[config.mk]
export PLATFORM = sky130hd
export DESIGN_NAME = regfile_wr_arbiter
export DESIGN_NICKNAME = d
export VERILOG_FILES = /design/src/rtl/regfile_wr_arbiter.sv
export SDC_FILE = /design/constraint.sdc
export NUM_CORES = 1
export LEC_CHECK = 0
export CORE_UTILIZATION = 30
export DETAILED_ROUTE_END_ITERATION = 10
export GPL_TIMING_DRIVEN = 1
export PLACE_DENSITY = 0.68
export SLEW_MARGIN = 20
export SYNTH_ARGS = -nofsm -noshare
export SYNTH_HDL_FRONTEND = slang
export SYNTH_SLANG_ARGS = --single-unit
[constraint.sdc]
create_clock -name btn -period 1.4 [get_ports btn]
set_input_delay 0.42 -clock btn [delete_from_list [all_inputs] [get_ports btn]]
set_output_delay 0.42 -clock btn [all_outputs]
set_load 0.02 [all_outputs]
[src/rtl/regfile_wr_arbiter.sv]
// Round-robin share of the register-file write port between two requesters, plus an r1..r31 clear walk.
// Write lands on RegWrite/regW/Wdat the cycle after the handshake; readies drop to 0 while clearing.
module regfile_wr_arbiter #(
    parameter int DW         = 32,
    parameter int AW         = 5,
    parameter bit CLR_ON_RST = 1'b0
) (
    input  logic          btn,
    input  logic          rst,
    input  logic          a_valid,
    output logic          a_ready,
    input  logic [AW-1:0] a_reg,
    input  logic [DW-1:0] a_dat,
    input  logic          b_valid,
    output logic          b_ready,
    input  logic [AW-1:0] b_reg,
    input  logic [DW-1:0] b_dat,
    input  logic          clr_req,
    output logic          busy,
    output logic          clr_done,
    output logic          RegWrite,
    output logic [AW-1:0] regW,
    output logic [DW-1:0] Wdat
);

    typedef enum logic {ARB, CLEAR} state_t;

    localparam state_t        RST_STATE = CLR_ON_RST ? CLEAR : ARB;
    localparam logic [AW-1:0] CNT_FIRST = AW'(1);
    localparam logic [AW-1:0] CNT_LAST  = {AW{1'b1}};
    localparam logic          PTR_A     = 1'b0;
    localparam logic          PTR_B     = 1'b1;

    state_t        state_q, state_d;
    logic          ptr_q, ptr_d;
    logic [AW-1:0] cnt_q, cnt_d;
    logic          regwrite_q, regwrite_d;
    logic [AW-1:0] regw_q, regw_d;
    logic [DW-1:0] wdat_q, wdat_d;
    logic          clr_done_q, clr_done_d;
    logic          grant_a, grant_b;

    always_comb begin
        state_d    = state_q;
        ptr_d      = ptr_q;
        cnt_d      = cnt_q;
        regwrite_d = 1'b0;
        regw_d     = regw_q;
        wdat_d     = wdat_q;
        clr_done_d = 1'b0;
        grant_a    = 1'b0;
        grant_b    = 1'b0;

        case (state_q)
            ARB: begin
                if (clr_req) begin
                    state_d = CLEAR;
                    cnt_d   = CNT_FIRST;
                end else begin
                    grant_a = a_valid && (!b_valid || ptr_q == PTR_A);
                    grant_b = b_valid && !grant_a;
                    if (grant_a) begin
                        ptr_d      = PTR_B;
                        regwrite_d = (a_reg != '0);
                        regw_d     = a_reg;
                        wdat_d     = a_dat;
                    end else if (grant_b) begin
                        ptr_d      = PTR_A;
                        regwrite_d = (b_reg != '0);
                        regw_d     = b_reg;
                        wdat_d     = b_dat;
                    end
                end
            end
            CLEAR: begin
                regwrite_d = 1'b1;
                regw_d     = cnt_q;
                wdat_d     = '0;
                if (cnt_q == CNT_LAST) begin
                    // Reload to 1 on exit so cnt never passes through r0.
                    state_d    = ARB;
                    clr_done_d = 1'b1;
                    cnt_d      = CNT_FIRST;
                end else begin
                    cnt_d = cnt_q + CNT_FIRST;
                end
            end
            default: state_d = ARB;
        endcase
    end

    always_ff @(posedge btn or negedge rst) begin
        if (!rst) begin
            state_q    <= RST_STATE;
            ptr_q      <= PTR_A;
            cnt_q      <= CNT_FIRST;
            regwrite_q <= 1'b0;
            regw_q     <= '0;
            wdat_q     <= '0;
            clr_done_q <= 1'b0;
        end else begin
            state_q    <= state_d;
            ptr_q      <= ptr_d;
            cnt_q      <= cnt_d;
            regwrite_q <= regwrite_d;
            regw_q     <= regw_d;
            wdat_q     <= wdat_d;
            clr_done_q <= clr_done_d;
        end
    end

    assign a_ready  = grant_a;
    assign b_ready  = grant_b;
    assign busy     = (state_q == CLEAR);
    assign clr_done = clr_done_q;
    assign RegWrite = regwrite_q;
    assign regW     = regw_q;
    assign Wdat     = wdat_q;

endmodule

# ---- Word-level counts from Yosys, hierarchy flattened
# Index checks and enable logic that the tools add are counted.
dict set report op_classes {
  reduce_logical 10
  bitwise_logic 3
  muxes 26
  n_addsub 1
  eq_ne 4
}
# cell n
set op_table {}
lappend op_table {{32-bit 2-to-1 mux} 3}
lappend op_table {{32-bit one-hot mux with 2 select lines} 1}
lappend op_table {{5-bit 2-to-1 mux} 5}
lappend op_table {{5-bit one-hot mux with 2 select lines} 2}
lappend op_table {{1-bit 2-to-1 mux} 13}
lappend op_table {{5-bit nonzero test} 2}
lappend op_table {{5-bit by 1-bit adder with 5-bit output (second input constant)} 1}
lappend op_table {{5-bit == test (second input constant)} 1}
lappend op_table {{2-bit != test (second input constant)} 2}
lappend op_table {{1-bit one-hot mux with 2 select lines} 2}
lappend op_table {{3-bit != test (second input constant)} 1}
lappend op_table {{1-bit NOT} 3}
lappend op_table {{3-bit AND reduction} 1}
lappend op_table {{1-bit logical AND} 2}
lappend op_table {{1-bit logical NOT} 2}
lappend op_table {{2-bit AND reduction} 1}
lappend op_table {{2-bit nonzero test} 1}
lappend op_table {{1-bit logical OR} 1}
dict set report word_totals {
  out_inout_bits 42
  input_bits 79
  elab_cells 51
  register_bits 46
}

# ---- Logic depth before layout (Yosys ltp)
# Gate-level depths: netlist (run 1).
dict set report depth {
  word_depth 9
  depth_mapped 6
  mapped_depth_nobuf 6
}

# ---- Worst setup path before layout (run 1)
# OpenSTA, ideal clock, no wires.
dict set report synth_path {
  path_kind {register to output}
  from {reg state_q (netlist: busy)}
  to {out a_ready}
  n_path_buf 2
  required_time_ps 980
  path_stages_with_launch 4
  setup_slack_ps -307
  t_arrival_ps 1287
  cell_sequence {dfrtp_1 -> buf_6 -> clkbuf_1 -> nor3_1}
}
dict set report synth_between {
  elab_chain_cells 1
}
# item line
set synth_rtl {}
lappend synth_rtl {{start: declaration} 34} ;# state_t state_q, state_d;
lappend synth_rtl {{start signal: assignment} 102} ;# state_q <= state_d;
lappend synth_rtl {{1-bit 2-to-1 mux} 54} ;# case (state_q)
lappend synth_rtl {{end: declaration} 11} ;# output logic a_ready,
# No other way between the ends.

# ---- Final worst setup path (run 1)
dict set report layout_path {
  from {reg ptr_q}
  to {out b_ready}
}
dict set report layout_between {
  elab_chain_cells 7
}
# item line
set layout_rtl {}
lappend layout_rtl {{start: declaration} 35} ;# logic ptr_q, ptr_d;
lappend layout_rtl {{start signal: assignment} 103} ;# ptr_q <= ptr_d;
lappend layout_rtl {{1-bit NOT} 60} ;# grant_a = a_valid && (!b_valid || ptr_q == PTR_A);
lappend layout_rtl {{1-bit logical OR} 60}
lappend layout_rtl {{1-bit logical AND} 60}
lappend layout_rtl {{1-bit logical NOT} 61} ;# grant_b = b_valid && !grant_a;
lappend layout_rtl {{1-bit logical AND} 61}
lappend layout_rtl {{1-bit 2-to-1 mux} 56} ;# if (clr_req) begin
lappend layout_rtl {{1-bit 2-to-1 mux} 54}
lappend layout_rtl {{end: declaration} 15} ;# output logic b_ready,
# No other way between the ends.

==> metrics.md, run 1 <==
| Metric | Value |
|---|---|
| Hold slack | `0.0931 ns` |
| Top cells by area, synth | `dfrtp_1, mux2i_1, o2bb2ai_1` |
| Cell family contributing the most delay on the critical path | `flip-flops` |
| Worst slew pin tran | `0.275 ns` |
| Main synth FF type | `dfrtp_1` |
| Post-synth EDFFs | `0` |
| WP data arrival | `1.21 ns` |
| Net Sw Power | `2.02 mW` |
| RSZ-0062 raised after global routing | `yes` |
| Die area | `7870 um^2` |
| Register area share after synthesis | `0.511` |
| Synth cell count leaders | `dfrtp_1, mux2i_1, o2bb2ai_1` |
| Die H | `88.7 um` |
| Initial antenna violation count | `0` |
| GRT Overall Usage | `0.179` |
| Gr ovfl total | `0` |
| Share of layout cells above drive strength 1 | `0.375` |
| Leak Pwr | `1.86 nW` |
| Reg2Reg Launch Point | `ptr_q$_DFFE_PN0P_` |
| IO Count | `121` |
| Reg2reg setup slack | `-0.13 ns` |
| First-pass GRT wire length | `10600 um` |
| Post-DP HPWL | `4570 um` |
| Area growth syn-to-layout | `84.9%` |
| Hold Path Class | `in -> async` |
| Cell count after synthesis | `183` |
| Antenna diodes | `0` |
| Vias after detailed routing | `2073` |
| Sw frac | `0.350` |
| Gate power share | `0.509` |
| Clock Pin Slew Worst Setup and Hold Paths | `0.08 ns` |
| Final net count | `416` |
| Worst setup margin | `-0.225 ns` |
| FF-to-FF path depth | `6` |
| Syn. warnings | `0` |
| Total power | `5.79 mW` |
| Net Count, Synth | `264` |
| Clk_lat worst skew | `0.29 ns` |
| Worst setup path startpoint | `ptr_q$_DFFE_PN0P_` |
| Worst setup endpoint | `b_ready` |
| Critical path startpoint category | `register` |
| Final setup TNS | `-1.95 ns` |
| Avg Cell Area, Syn | `12.3 um^2` |
| Buf/Inv on CP | `1` |
| Largest net degree at the start of global routing | `47` |
| Count of cell types in the netlist | `32` |
| First DRT Iteration DRCs | `78` |
| Total Wirelength | `6850 um` |
| Via-per-instance ratio | `4.77` |
| Crit-path max FO | `3` |
| Fin crit period | `1.63 ns` |
| Number of global-route vias before repair | `2096` |
| Sequential Power Share | `0.322` |
| Slowest library cell on the worst path | `dfrtp_1` |
| Slew margin rel. | `0.816` |
| DR WL/cell | `15.7 um` |
| WP data required | `0.98 ns` |
| Finish-stage setup viols | `30` |
| Count of final hold-check violations | `0` |
| Die width | `88.7 um` |
| Critical path class | `reg -> out` |
| CTS tree | `built` |
| Mapped Area | `2260 um^2` |
| Final-report max-slew violation count | `0` |
| Failing checks | `setup timing` |
| H-Tree Depth | `2` |
| Yosys top cell area share | `0.499` |
| Setup Slack @ Placement | `-0.970 ns` |
| Post-route ant nets | `0` |
| Synth area leader | `dfrtp_1` |
| GPL Wtd Cong | `0.752` |
| Area of the core | `7250 um^2` |
| Drt drc | `0` |
| Initial Util | `0.311` |
| Post-CTS Hold Buffers | `0` |
| Crit path depth | `3` |
| Critical Path End Type | `output pin` |
| Root buf cell | `clkbuf_8` |
| Clock tree buffer depth | `2` |
| Period utilization | `1.16` |
| CTS Sinks | `46` |
| Cts bufs inserted | `5` |
| Clk_skew | `0.00473 ns` |
| Crit-path cells | `a21bo_4 > and3_4 > buf_6` |
| # rows | `31` |
| Largest stage delay, worst path | `0.40 ns` |
| Top-count cell post-synth | `dfrtp_1` |
| Post-synthesis async set-or-reset flop share | `1.00` |
| Drt first pass iters | `4` |
| Internal power | `3.76 mW` |
| Yosys reg bits | `46` |
| Clock share of power | `0.170` |
| Power Density | `1390 nW/um^2` |
| Fmax | `615 MHz` |
| Peak supply drop | `1.04 mV` |
| # port buffers | `120` |
| Reg-to-reg endpoint | `Wdat[10]$_DFFE_PN0P_` |
| Max-Cap Viols | `0` |
| Status | `complete, but fails checks` |
[state kept, by name (all words and copies together), names as in the netlist]
signal,flops
cnt_q,5
Wdat,32
busy,1
ptr_q,1
regW,5
RegWrite,1
clr_done,1
[per-stage QoR]
step            util  cells  area [um^2]
4_1_cts        0.591    434         4290
2_1_floorplan      -    183         2310
6_report       0.575    435         4170
3_3_place_gp   0.518    411         3760
3_5_place_dp   0.518    411         3760
5_1_grt        0.575    435         4170
[worst min path at each step]
stage / to / slack, ns / cells after the start / startpoint
floorplan: RegWrite$_DFF_PN0_ / 0.12 / 0 / rst
global placement: clr_done$_DFF_PN0_ / 0.42 / 2 / rst
detailed placement: clr_done$_DFF_PN0_ / 0.43 / 2 / rst
CTS: RegWrite$_DFF_PN0_ / 0.10 / 2 / rst
global route: RegWrite$_DFF_PN0_ / 0.09 / 2 / rst
finish: clr_done$_DFF_PN0_ / 0.09 / 2 / rst
[kinds of logic (layout without fill, tap and decap cells)]
family	count (synthesis)	count (layout)	share of synthesized area
DFF	46	46	0.511
and+or+nand+nor	27	27	0.0743
AOI/OAI and AO/OA	54	54	0.197
adders and majority gates	2	2	0.0111
buffers and inverters	21	174	0.0610
muxes	32	32	0.142
xor gates and xnor gates	1	1	0.00388
[power by group through the flow]
stage | Combinational [mW] | Clock [mW] | Sequential [mW]
floorplan | 1.08 | 0 | 2.09
global placement | 2.37 | 0 | 1.86
detailed placement | 2.42 | 0 | 1.87
CTS | 2.96 | 1.01 | 1.87
global route | 3.18 | 1.08 | 1.90
finish | 2.94 | 0.981 | 1.86
[routing by layer]
metal  wire length, um  GRT usage  share of wire
met5                 0          0              0
met4                50     0.0396         0.0073
met3               401     0.0354          0.059
met2              3440      0.306           0.50
met1              2960      0.235           0.43
[cell usage in the layout (no fill, tap or decap), types with 6 or more instances in the layout]
| cell type | n |
|---|---|
| clkbuf_2 | 7 |
| mux2i_1 | 23 |
| dfrtp_1 | 44 |
| inv_1 | 7 |
| clkdlybuf4s50_1 | 74 |
| buf_4 | 17 |
| clkdlybuf4s15_2 | 6 |
| buf_2 | 29 |
| buf_6 | 11 |
| o2bb2ai_2 | 7 |
| nor2b_1 | 6 |
| buf_12 | 6 |
| o2bb2ai_1 | 25 |
[area by class of cell]
cell class              instances  area [um^2]
clock inverters                 2         37.5
inverters                       7         26.3
flip-flops and latches         46         1150
multi-input cells             116         1180
well taps                      99          124
fillers                       641         3080
clock buffers                   6         72.6
repair buffers                159         1580
[what timing repair did]
action / in CTS / in global routing
resized for setup: 169 / 53
buffers inserted: 10 / 3
endpoints found under the setup margin: 84 / 75
gates cloned: 5 / 0
pin swaps: 5 / 3
Power figures use the tool's default switching activity.
==> run 2: changes to the inputs <==
--- a/config.mk
+++ b/config.mk
@@ -8,7 +8,7 @@
 export CORE_UTILIZATION = 30
 export DETAILED_ROUTE_END_ITERATION = 10
 export GPL_TIMING_DRIVEN = 1
-export PLACE_DENSITY = 0.68
+export PLACE_DENSITY = 0.65
 export SLEW_MARGIN = 20
 export SYNTH_ARGS = -nofsm -noshare
 export SYNTH_HDL_FRONTEND = slang
==> constraint.sdc (replaced) <==
create_clock -name btn -period 1.8 [get_ports btn]
set_input_delay 0.54 -clock btn [delete_from_list [all_inputs] [get_ports btn]]
set_output_delay 0.54 -clock btn [all_outputs]
set_load 0.02 [all_outputs]
==> metrics.md, run 2 (synthesis gave the netlist of run 1 again) <==
| Metric | Value |
|---|---|
| Crit-path cells | `dlygate4sd2_1 > buf_6 > nor3_2 > buf_4` |
| Post-route ant nets | `0 (unchanged)` |
| DR WL/cell | `14.2 um (-10%)` |
| Placed instance area | `3690 um^2 (-1.8%)` |
| WP data arrival | `1.24 ns (+0.03 ns)` |
| # rows | `31 (unchanged)` |
| Post-route cell area | `3730 um^2 (-11%)` |
| Internal power | `2.35 mW (-38%)` |
| GRT Overall Usage | `0.153 (-0.0265)` |
| Die area | `7870 um^2 (unchanged)` |
| Hold slack | `0.213 ns (+0.120 ns)` |
| Most frequent cells in the layout | `clkdlybuf4s50_1, dfrtp_1, dlygate4sd2_1` |
| Slew margin rel. | `0.805 (-0.0115)` |
| Vias after detailed routing | `1923 (-7.2%)` |
| H-Tree Depth | `2 (unchanged)` |
| Placed insts | `405 (-1.5%)` |
| Period utilization | `0.992` |
| Clock Pin Slew Worst Setup and Hold Paths | `0.08 ns (about the same)` |
| Power Density | `991 nW/um^2 (-29%)` |
| Net Sw Power | `1.35 mW (-33%)` |
| Max-Cap Viols | `0 (unchanged)` |
| Clk_skew | `0.00435 ns (-0.000378 ns)` |
| Worst setup path startpoint | `clr_req` |
| Area of the core | `7250 um^2 (unchanged)` |
| Finish-stage setup viols | `0 (-100%)` |
| Status | `completed` |
| Clock tree buffer depth | `2 (unchanged)` |
| WP data required | `1.26 ns (+0.28 ns)` |
| Slowest library cell on the worst path | `dlygate4sd2_1` |
| Drt first pass iters | `4 (unchanged)` |
| CTS Sinks | `46 (unchanged)` |
| Clock share of power | `0.160 (-0.010)` |
| Die width | `88.7 um (unchanged)` |
| GPL Wtd Cong | `0.786 (+4.5%)` |
| Largest stage delay, worst path | `0.25 ns (-0.15 ns)` |
| Sequential Power Share | `0.382 (+0.060)` |
| Final std cells w/o fill | `412 (-5.3%)` |
| Sw frac | `0.364 (+0.0149)` |
| CTS tree | `built` |
| Worst slew pin tran | `0.292 ns (+0.0172 ns)` |
| RSZ-0062 raised after global routing | `yes` |
| Cts bufs inserted | `5 (unchanged)` |
| Largest net degree at the start of global routing | `47 (unchanged)` |
| # port buffers | `120 (unchanged)` |
| Final-report max-slew violation count | `0 (unchanged)` |
| Gate power share | `0.458 (-0.051)` |
| Worst setup margin | `0.0150 ns (+0.240 ns)` |
| First-pass GRT wire length | `9180 um (-13%)` |
| Cell family contributing the most delay on the critical path | `buffers and inverters` |
| Root buf cell | `clkbuf_8` |
| Peak supply drop | `0.628 mV (-40%)` |
| Reg2Reg Launch Point | `busy$_DFF_PN0_` |
| Die H | `88.7 um (unchanged)` |
| Crit-path max FO | `4 (+1)` |
| Final net count | `394 (-5.3%)` |
| Share of layout cells above drive strength 1 | `0.112 (-0.263)` |
| Via-per-instance ratio | `4.67 (-2.1%)` |
| Initial Util | `0.311 (unchanged)` |
| Initial antenna violation count | `0 (unchanged)` |
| Max reg flops | `32 (unchanged)` |
| First DRT Iteration DRCs | `47 (-40%)` |
| Drt drc | `0 (unchanged)` |
| Total Wirelength | `5840 um (-15%)` |
| Critical path class | `in -> out` |
| Antenna diodes | `0 (unchanged)` |
| Most common cell after layout, fill and taps aside | `clkdlybuf4s50_1` |
| Setup Slack @ Placement | `-0.770 ns (+0.200 ns)` |
| Post-DP HPWL | `4440 um (-2.9%)` |
| Area growth syn-to-layout | `65.2%` |
| Leak Pwr | `1.76 nW (-5.3%)` |
| Count of final hold-check violations | `0 (unchanged)` |
| IO Count | `121 (unchanged)` |
| Hold Path Class | `in -> async` |
| Critical path startpoint category | `input port` |
| Number of global-route vias before repair | `1952 (-6.9%)` |
| Critical Path End Type | `output pin` |
| Gr ovfl total | `0 (unchanged)` |
| Fin crit period | `1.78 ns` |
| Post-CTS Repair Setup Buffers | `0 (-10)` |
| Clk_lat worst skew | `0.29 ns (about the same)` |
| Fmax | `560 MHz` |
| Buf/Inv on CP | `3 (+2)` |
| Core Util, Final | `0.514 (-0.0612)` |
[run 2: cell type report]
cell class / count / area [um^2]
inverters: 7 / 26.3
repair buffers: 137 / 1350
multi-input cells: 116 / 995
clock inverters: 2 / 10.0
clock buffers: 5 / 68.8
fillers: 679 / 3530
flip-flops and latches: 46 / 1150
well taps: 99 / 124
[run 2: power groups by stage]
stage / Clock, mW / Combinational (mW) / Sequential (mW)
after floorplan: 0 / 0.795 / 1.62
after global placement: 0 / 1.80 / 1.44
after detailed placement: 0 / 1.83 / 1.44
after CTS: 0.632 / 1.72 / 1.41
after global routing: 0.671 / 1.84 / 1.45
final: 0.590 / 1.69 / 1.41
[run 2: routing by layer]
metal / vias to the layer above / share of wire / wire (um) / track usage
met5: - / 0 / 0 / 0
met4: 0 / 0.011 / 66 / 0.0455
met3: 6 / 0.069 / 405 / 0.0354
met2: 65 / 0.49 / 2830 / 0.255
met1: 901 / 0.43 / 2530 / 0.197
li1: 951 / - / - / -
[run 2: through the flow]
stage,setup TNS (ns),power [mW]
global placement,-12.91,3.23
CTS,0,3.77
global route,-0.0402,3.96
detailed placement,-13.96,3.26
finish,0,3.69
floorplan,0,2.41
[run 2: final timing paths]
check	to	slack, ns	cells after the start
min in group btn	Wdat[27]$_DFFE_PN0P_	0.48	1
max in group asynchronous	cnt_q[0]$_DFFE_PN1N_	1.32	2
min	Wdat[9]$_DFFE_PN0P_	0.21	2
max reg2reg	RegWrite$_DFF_PN0_	0.16	5
min reg2reg	Wdat[27]$_DFFE_PN0P_	0.48	1
max	a_ready	0.02	4
[run 2: timing repair]
action | CTS | global route
endpoints found under the setup margin | 65 | 3
gates cloned | 0 | 0
hold buffers | 0 | 0
pin swaps | 3 | 0
gates resized for setup | 58 | 1
